**src/rtl/servo_pwm_gen.sv**
```systemverilog
// Servo PWM frame generator: commanded high-time is clamped, held pending, and applied only at frame boundaries.
// Optional macro SERVO_SLEW_LIMIT_EN limits each boundary update to MAX_STEP cycles of high-time.
module servo_pwm_gen #(
    parameter int PERIOD      = 1000000,
    parameter int MIN_DUTY    = 50000,
    parameter int MAX_DUTY    = 100000,
    parameter int CENTER_DUTY = 75000,
    parameter int MAX_STEP    = 500
) (
    input  logic        clk,
    input  logic        rst_n,
    input  logic        en,
    input  logic [17:0] duty_in,
    input  logic        duty_valid,
    output logic        pwm_out,
    output logic [17:0] duty_active,
    output logic        frame_start,
    output logic        clamped,
    output logic        running
);

    localparam int CNT_W = (PERIOD > 1) ? $clog2(PERIOD) : 1;
    localparam int CMP_W = (CNT_W > 18) ? CNT_W : 18;
    localparam logic [CNT_W-1:0] CNT_LAST   = CNT_W'(PERIOD - 1);
    localparam logic [17:0]      DUTY_MIN   = 18'(MIN_DUTY);
    localparam logic [17:0]      DUTY_MAX   = 18'(MAX_DUTY);
    localparam logic [17:0]      DUTY_CTR   = 18'(CENTER_DUTY);

    typedef enum logic [1:0] {
        ST_IDLE,
        ST_RUN,
        ST_DRAIN
    } state_t;

    state_t           state;
    state_t           state_nxt;
    logic [CNT_W-1:0] cnt;
    logic [17:0]      pending;
    logic             pend_flag;
    logic [17:0]      duty_clamped;
    logic             clamp_hit;
    logic [17:0]      duty_load;
    logic             load_done;
    logic             boundary;
    logic             start_run;
    logic             load_evt;

    always_comb begin
        state_nxt   = state;
        running     = 1'b0;
        frame_start = 1'b0;
        case (state)
            ST_IDLE: begin
                if (en) state_nxt = ST_RUN;
            end
            ST_RUN: begin
                running = 1'b1;
                if (!en) state_nxt = ST_DRAIN;
            end
            ST_DRAIN: begin
                running = 1'b1;
                if (en)
                    state_nxt = ST_RUN;
                else if (cnt == CNT_LAST)
                    state_nxt = ST_IDLE;
            end
            default: state_nxt = ST_IDLE;
        endcase
        if (running && cnt == '0) frame_start = 1'b1;
    end

    assign boundary  = (state != ST_IDLE) && (cnt == CNT_LAST);
    assign start_run = (state == ST_IDLE) && en;
    assign load_evt  = boundary || start_run;

    always_comb begin
        duty_clamped = duty_in;
        clamp_hit    = 1'b0;
        if (duty_in < DUTY_MIN) begin
            duty_clamped = DUTY_MIN;
            clamp_hit    = duty_valid;
        end else if (duty_in > DUTY_MAX) begin
            duty_clamped = DUTY_MAX;
            clamp_hit    = duty_valid;
        end
    end

`ifdef SERVO_SLEW_LIMIT_EN
    localparam logic [17:0] STEP = 18'(MAX_STEP);

    always_comb begin
        duty_load = pending;
        if (pending > duty_active) begin
            if (pending - duty_active > STEP) duty_load = duty_active + STEP;
        end else if (duty_active - pending > STEP) begin
            duty_load = duty_active - STEP;
        end
    end
`else
    assign duty_load = pending;

    // MAX_STEP only matters when slew limiting is compiled in.
    if (MAX_STEP < 0) begin : g_max_step_unused
    end
`endif

    assign load_done = (duty_load == pending);

    always_ff @(posedge clk or negedge rst_n) begin
        if (!rst_n) begin
            state       <= ST_IDLE;
            cnt         <= '0;
            pwm_out     <= 1'b0;
            clamped     <= 1'b0;
            pend_flag   <= 1'b0;
            pending     <= DUTY_CTR;
            duty_active <= DUTY_CTR;
        end else begin
            state <= state_nxt;

            if (state == ST_IDLE || cnt == CNT_LAST)
                cnt <= '0;
            else
                cnt <= cnt + 1'b1;

            // A sample arriving on a load cycle is not seen by that load.
            if (load_evt) begin
                if (pend_flag)
                    duty_active <= duty_load;
                else if (start_run)
                    duty_active <= DUTY_CTR;
            end

            if (duty_valid) begin
                pending   <= duty_clamped;
                pend_flag <= 1'b1;
            end else if (load_evt && pend_flag && load_done) begin
                pend_flag <= 1'b0;
            end

            pwm_out <= running && (CMP_W'(cnt) < CMP_W'(duty_active));
            clamped <= clamp_hit;
        end
    end

endmodule

```
**config.mk**
```make
export PLATFORM = sky130hd
export DESIGN_NAME = servo_pwm_gen
export DESIGN_NICKNAME = d
export VERILOG_FILES = /design/src/rtl/servo_pwm_gen.sv
export SDC_FILE = /design/constraint.sdc
export NUM_CORES = 1
export LEC_CHECK = 0
export BUFFER_PORTS_ARGS = -buffer_cell sky130_fd_sc_hd__buf_4
export CORE_MARGIN = 5
export CORE_UTILIZATION = 53
export DETAILED_ROUTE_END_ITERATION = 7
export PLACE_DENSITY = 0.77
export SYNTH_ARGS = -nofsm -noshare
export SYNTH_HDL_FRONTEND = slang
export SYNTH_SLANG_ARGS = --single-unit
```
**constraint.sdc**
```tcl
create_clock -name clk -period 1.9 [get_ports clk]
set_clock_uncertainty 0.15 [all_clocks]
set_input_delay 0.285 -clock clk [delete_from_list [all_inputs] [get_ports clk]]
set_output_delay 0.285 -clock clk [all_outputs]
set_load 0.05 [all_outputs]
```
# Yosys cells after proc, flatten, opt, wreduce, memory -nomap -nowiden
# Index checks and enable logic that the tools add are counted.
[classes] n_addsub=1 magnitude_cmp=3 n_eq_ne=6 mux=16 n_reduce_logical=15
[op_table] op="$mux 18" n=4
[op_table] op="$add 20x1->20 const B" n=1
[op_table] op="$eq 20x20->1 const B" n=1
[op_table] op="$logic_not 20->1" n=1
[op_table] op="$lt 20x18->1" n=1
[op_table] op="$mux 20" n=1
[op_table] op="$gt 18x17->1 const B" n=1
[op_table] op="$lt 18x16->1 const B" n=1
[op_table] op="$mux 2" n=4
[op_table] op="$mux 1" n=6
[op_table] op="$pmux 2 s3" n=1
[op_table] op="$reduce_bool 2->1" n=3
[op_table] op="$logic_and 1x1->1" n=5
[op_table] op="$ne 2x2->1 const B" n=2
[op_table] op="$ne 3x3->1 const B" n=1
[op_table] op="$reduce_and 3->1" n=1
[op_table] op="$eq 2x1->1 const B" n=1
[op_table] op="$eq 2x2->1 const B" n=1
[op_table] op="$logic_not 2->1" n=1
[op_table] op="$logic_or 1x1->1" n=2
[op_table] op="$reduce_and 2->1" n=1
[op_table] op="$reduce_or 2->1" n=1
[totals] regBits=61 elab_cells=48

# Logic depth before layout (Yosys ltp)
[logic_depth] ltp_word=6 mapped_depth=8 ltp_nobuf=7

# Worst setup path after synthesis
# Ideal clock, no wire load.
[synth_path] kind="flip-flop to output port" from="register state[0]" to="output frame_start" arrival_ps=2215 required_time_ps=1465 path_slack_ps=-750 stages_incl_launch_ff=5 n_path_buf=0 cell_sequence="dfrtp_1 > inv_1 > ha_1 > nand3_1 > nor3_1"
[synth_between] elab_chain_cells=5 word_cells_on_any_way=6 cone_classes="eq/ne (2); mux (2); reduce/logical (2)"
[synth_rtl] element="start, declared" line_no="35" text="state_t state;"
[synth_rtl] element="start signal, assigned" line_no="119" text="state <= state_nxt;"
[synth_rtl] element="$eq 2x2->1 or $eq 2x1->1 (tied branches)" line_no="52" text="case (state)"
[synth_rtl] element="$reduce_or 2->1 (no line) (*)"
[synth_rtl] element="$mux 1 (*)" line_no="52"
[synth_rtl] element="named net running" line_no="19" text="output logic running"
[synth_rtl] element="$logic_and 1x1->1 (*)" line_no="69" text="if (running && cnt == '0) frame_start = 1'b1;"
[synth_rtl] element="$mux 1 (*)" line_no="69"
[synth_rtl] element="end, declared" line_no="17" text="output logic frame_start,"
# The timed path passes the listed nets; every way through them passes the cells marked *.

# Worst setup path after layout
[layout_path] from="register state[1]" to="output frame_start"
[layout_between] elab_chain_cells=5 word_cells_on_any_way=6 cone_classes="eq/ne (2); mux (2); reduce/logical (2)"
[layout_rtl] element="$eq 2x2->1 or $eq 2x1->1 (tied branches)" line_no="52"
[layout_rtl] element="$reduce_or 2->1 (no line) (*)"
[layout_rtl] element="$mux 1 (*)" line_no="52"
[layout_rtl] element="$logic_and 1x1->1 (*)" line_no="69"
[layout_rtl] element="$mux 1 (*)" line_no="69"
# Every way passes the cells marked *; elsewhere a longest branch is shown, timed or not.

==> flow_metrics.py <==
metrics = {
    "cts": {
        "cts_buffers": 9,
        "cts_buffer_depth": 2,
        "htreeDepth": 3,
        "cts_sinks": 61,
        "cts_root_buf": "clkbuf_8",
        "clock_latency_ps": 340,
        "cts_tree": "built",
        "path_clk_slew_ps": 70,
    },
    "synthesis": {
        "yosysTopAreaCellShare": 0.308,
        "synth_compound_area_frac": 0.157,
        "synth_cell_types": 47,
        "syn_area_sq_um": 3650,
        "yosysSeqAreaShare": 0.423,
        "synth_top_family_by_area": "simple AND/OR/NAND/NOR gates",
        "synth-simple-area-share": 0.200,
        "synth_area_leaders": "dfrtp_1 31%, dfstp_2 12%, ha_1 8.2%, nand2_1 4.7%, nor2_1 3.8%",
        "syn_inst": 404,
        "synth_seq_cells": 61,
        "yosys-top-cells-count": "46 x nand2_1, 45 x dfrtp_1, 37 x nor2_1",
        "synthAdderAreaFrac": 0.0822,
        "muxShareOfSynthArea": 0.0363,
        "netlist.top_cell.by_area": "dfrtp_1",
        "yosysWarnings": 0,
        "syn_avg_cell_area_sq_um": 9.04,
        "synth_edf_count": 0,
        "synthFlopType": "dfrtp_1",
        "synthMostInstantiatedCell": "nand2_1",
        "synth_xor_area_frac": 0.0432,
        "syn_nets": 450,
        "ys_async_sr_fraction": 1.00,
    },
    "final_layout": {
        "final_cell_area_sq_um": 5050,
        "multiInputGateArea_sq_um": 2250,
        "final.fill_count": 455,
        "drive_above_1_share": 0.378,
        "finalNetCount": 538,
        "area_delta_synth_final_pct": 38.2,
        "fin_util": 0.747,
        "seq_area_sq_um": 1550,
        "diodes": 0,
    },
    "route": {
        "drt_iter0_markers": 310,
        "wl_per_cell_um": 18.6,
        "postRouteWirelength_um": 10800,
        "drtPass1Iterations": 7,
        "drc_errors": 0,
        "ant_nets": 0,
        "via_count": 3467,
        "viasPerCell": 6.01,
    },
    "grt": {
        "grt_usage": 0.250,
        "grt_overflow_total": 0,
        "grt_pass1_wl_um": 17000,
        "grt_pass1_vias": 3513,
        "grt_antenna_before_repair": 0,
        "grt_max_degree": 35,
    },
    "sta": {
        "finalCritPeriodShare": 1.13,
        "setup_viol": 35,
        "slew-limit-headroom": 0.703,
        "tns_ps": -2980,
        "setup_ws_ps": -239,
        "rsz0062_at_grt": "true",
        "fmax_mhz": 467,
        "fin_crit_ps": 2140,
        "hold_violations": 0,
        "tightest_slew_ps": 441,
        "slew_viol_final": 0,
    },
    "floorplan": {
        "die_x_um": 93.0,
        "initial_core_util": 0.541,
        "pin_count": 44,
        "rows": 30,
        "dieArea_sq_um": 8650,
        "core_area_sq_um": 6760,
        "die_y_um": 93.0,
    },
    "placement": {
        "gp_congestion": 0.935,
        "dp.final_hpwl_um": 7140,
        "portBuffers": 43,
        "dpl_cell_area_sq_um": 4400,
    },
    "outcome": {
        "status": "complete, but fails checks",
        "violations": "negative setup slack",
    },
    "power_and_ir_drop": {
        "p_leak_nw": 2.41,
        "p_per_area_nw_per_um2": 1420,
        "peakVddDrop_mv": 0.856,
        "power.total_mw": 7.18,
    },
    "critical_path": {
        "path_cells": "inv_1 > ha_2 > nand3_2 > nor3_4 > buf_6",
        "crit_type": "reg2out",
        "worstPathRequired_ps": 1460,
        "critPathCaptureType": "primary output",
        "reg2reg_slack_ps": -180,
        "endpoint": "frame_start",
        "max_stage_delay_ps": 400,
        "crit_path_top_delay_cell": "dfrtp_1",
        "path_delay_family": "flip-flops",
        "critPathBufInv": 2,
        "cp-start-kind": "flop",
        "r2r_end": "duty_active[2]$_DFFE_PN0P_",
        "setup.worst_path.start": "state[1]$_DFFE_PN0P_",
        "crit_cells": 5,
        "cp_max_fo": 4,
        "crit-reg2reg-launch": "cnt[15]$_DFF_PN0_",
        "reg2reg_depth": 9,
        "arrival_ps": 1700,
    },
    "worst_hold_path": {
        "hp-class": "in2reg",
    },
    "job": {
        "max_cap_violations": 0,
    },
}
==> area by class of cell <==
type | count | area share
Clock buffer | 10 | 0.0253
Clock inverter | 6 | 0.0221
Inverter | 34 | 0.0253
Multi-Input combinational cell | 290 | 0.446
Sequential cell | 61 | 0.308
Tap cell | 80 | 0.0198
Timing Repair Buffer | 96 | 0.154
==> kinds of logic after synthesis <==
| group | Yosys count |
|---|---|
| adders and majority gates | 24 |
| and+or+nand+nor | 146 |
| xor gates and xnor gates | 18 |
| DFF | 61 |
| AOI/OAI and AO/OA | 89 |
| buffers and inverters | 53 |
| muxes | 13 |
==> how the worst min path moves through the flow <==
stage / startpoint / end / depth (start not counted)
final: duty_in[3] / duty_load[3]$_DFFE_PN1P_ / 3
after global routing: duty_in[3] / duty_load[3]$_DFFE_PN1P_ / 3
after CTS: duty_in[3] / duty_load[3]$_DFFE_PN1P_ / 3
after detailed placement: rst_n / duty_active[17]$_DFFE_PN0P_ / 1
after global placement: rst_n / duty_active[17]$_DFFE_PN0P_ / 1
after floorplan: rst_n / clamped$_DFF_PN0_ / 0
==> where the power goes <==
part / leakage, nW / switching (mW) / internal, mW
Sequential: 0.733 / 0.299 / 1.68
Clock: 0.116 / 0.548 / 0.872
Combinational: 1.56 / 2.33 / 1.45
==> timing repair <==
| action | CTS | global route |
|---|---|---|
| setup buffers | 3 | 3 |
| pin swaps | 18 | 35 |
| endpoints found under the setup margin | 19 | 43 |
| hold endpoints to repair | 27 | 0 |
| hold buffers | 1 | 0 |
| resized for setup | 17 | 59 |
| gates cloned | 1 | 1 |
==> layout by cell type (no fill, tap or decap), drive strengths merged, types with 14 or more instances in the layout <==
| cell | synthesis | final |
|---|---|---|
| buf | 4 | 95 |
| nand2 | 47 | 47 |
| dfrtp | 45 | 45 |
| nor2 | 37 | 37 |
| inv | 34 | 34 |
| ha | 24 | 24 |
| o21ai | 21 | 21 |
| nand3 | 19 | 19 |
| dfstp | 16 | 16 |
| a21oi | 16 | 16 |
| xor2 | 14 | 14 |
==> layer usage <==
metal / part of all wire / routed length (um) / GRT usage
met5: 0 / 0 / 0
met3: 0.070 / 753 / 0.0523
met2: 0.49 / 5310 / 0.413
met1: 0.41 / 4400 / 0.313
met4: 0.027 / 287 / 0.118
==> flip-flops by register name, indices dropped and copies added (netlist names) <==
name,count
state,2
cnt,20
pwm_out,1
clamped,1
duty_active,18
duty_load,18
pend_flag,1
==> worst reg2reg max path, delay by kind of cell (launching register included) <==
kind / cells / cell delay, ps
AND/OR/NAND/NOR: 3 / 540
AO/OA/AOI/OAI: 2 / 270
flip-flops: 1 / 400
buffers and inverters: 4 / 630
==> metrics by stage <==
| stage | instances | worst slack, ps | hold slack, ps |
|---|---|---|---|
| floorplan | 404 | -140 | -161 |
| global placement | 553 | -14.4 | 83.2 |
| detailed placement | 553 | -12.9 | 84.3 |
| CTS | 574 | -254 | 23.7 |
| global route | 577 | -311 | 28.9 |
| finish | 577 | -239 | 33.1 |
(Power assumes the default switching activity.)
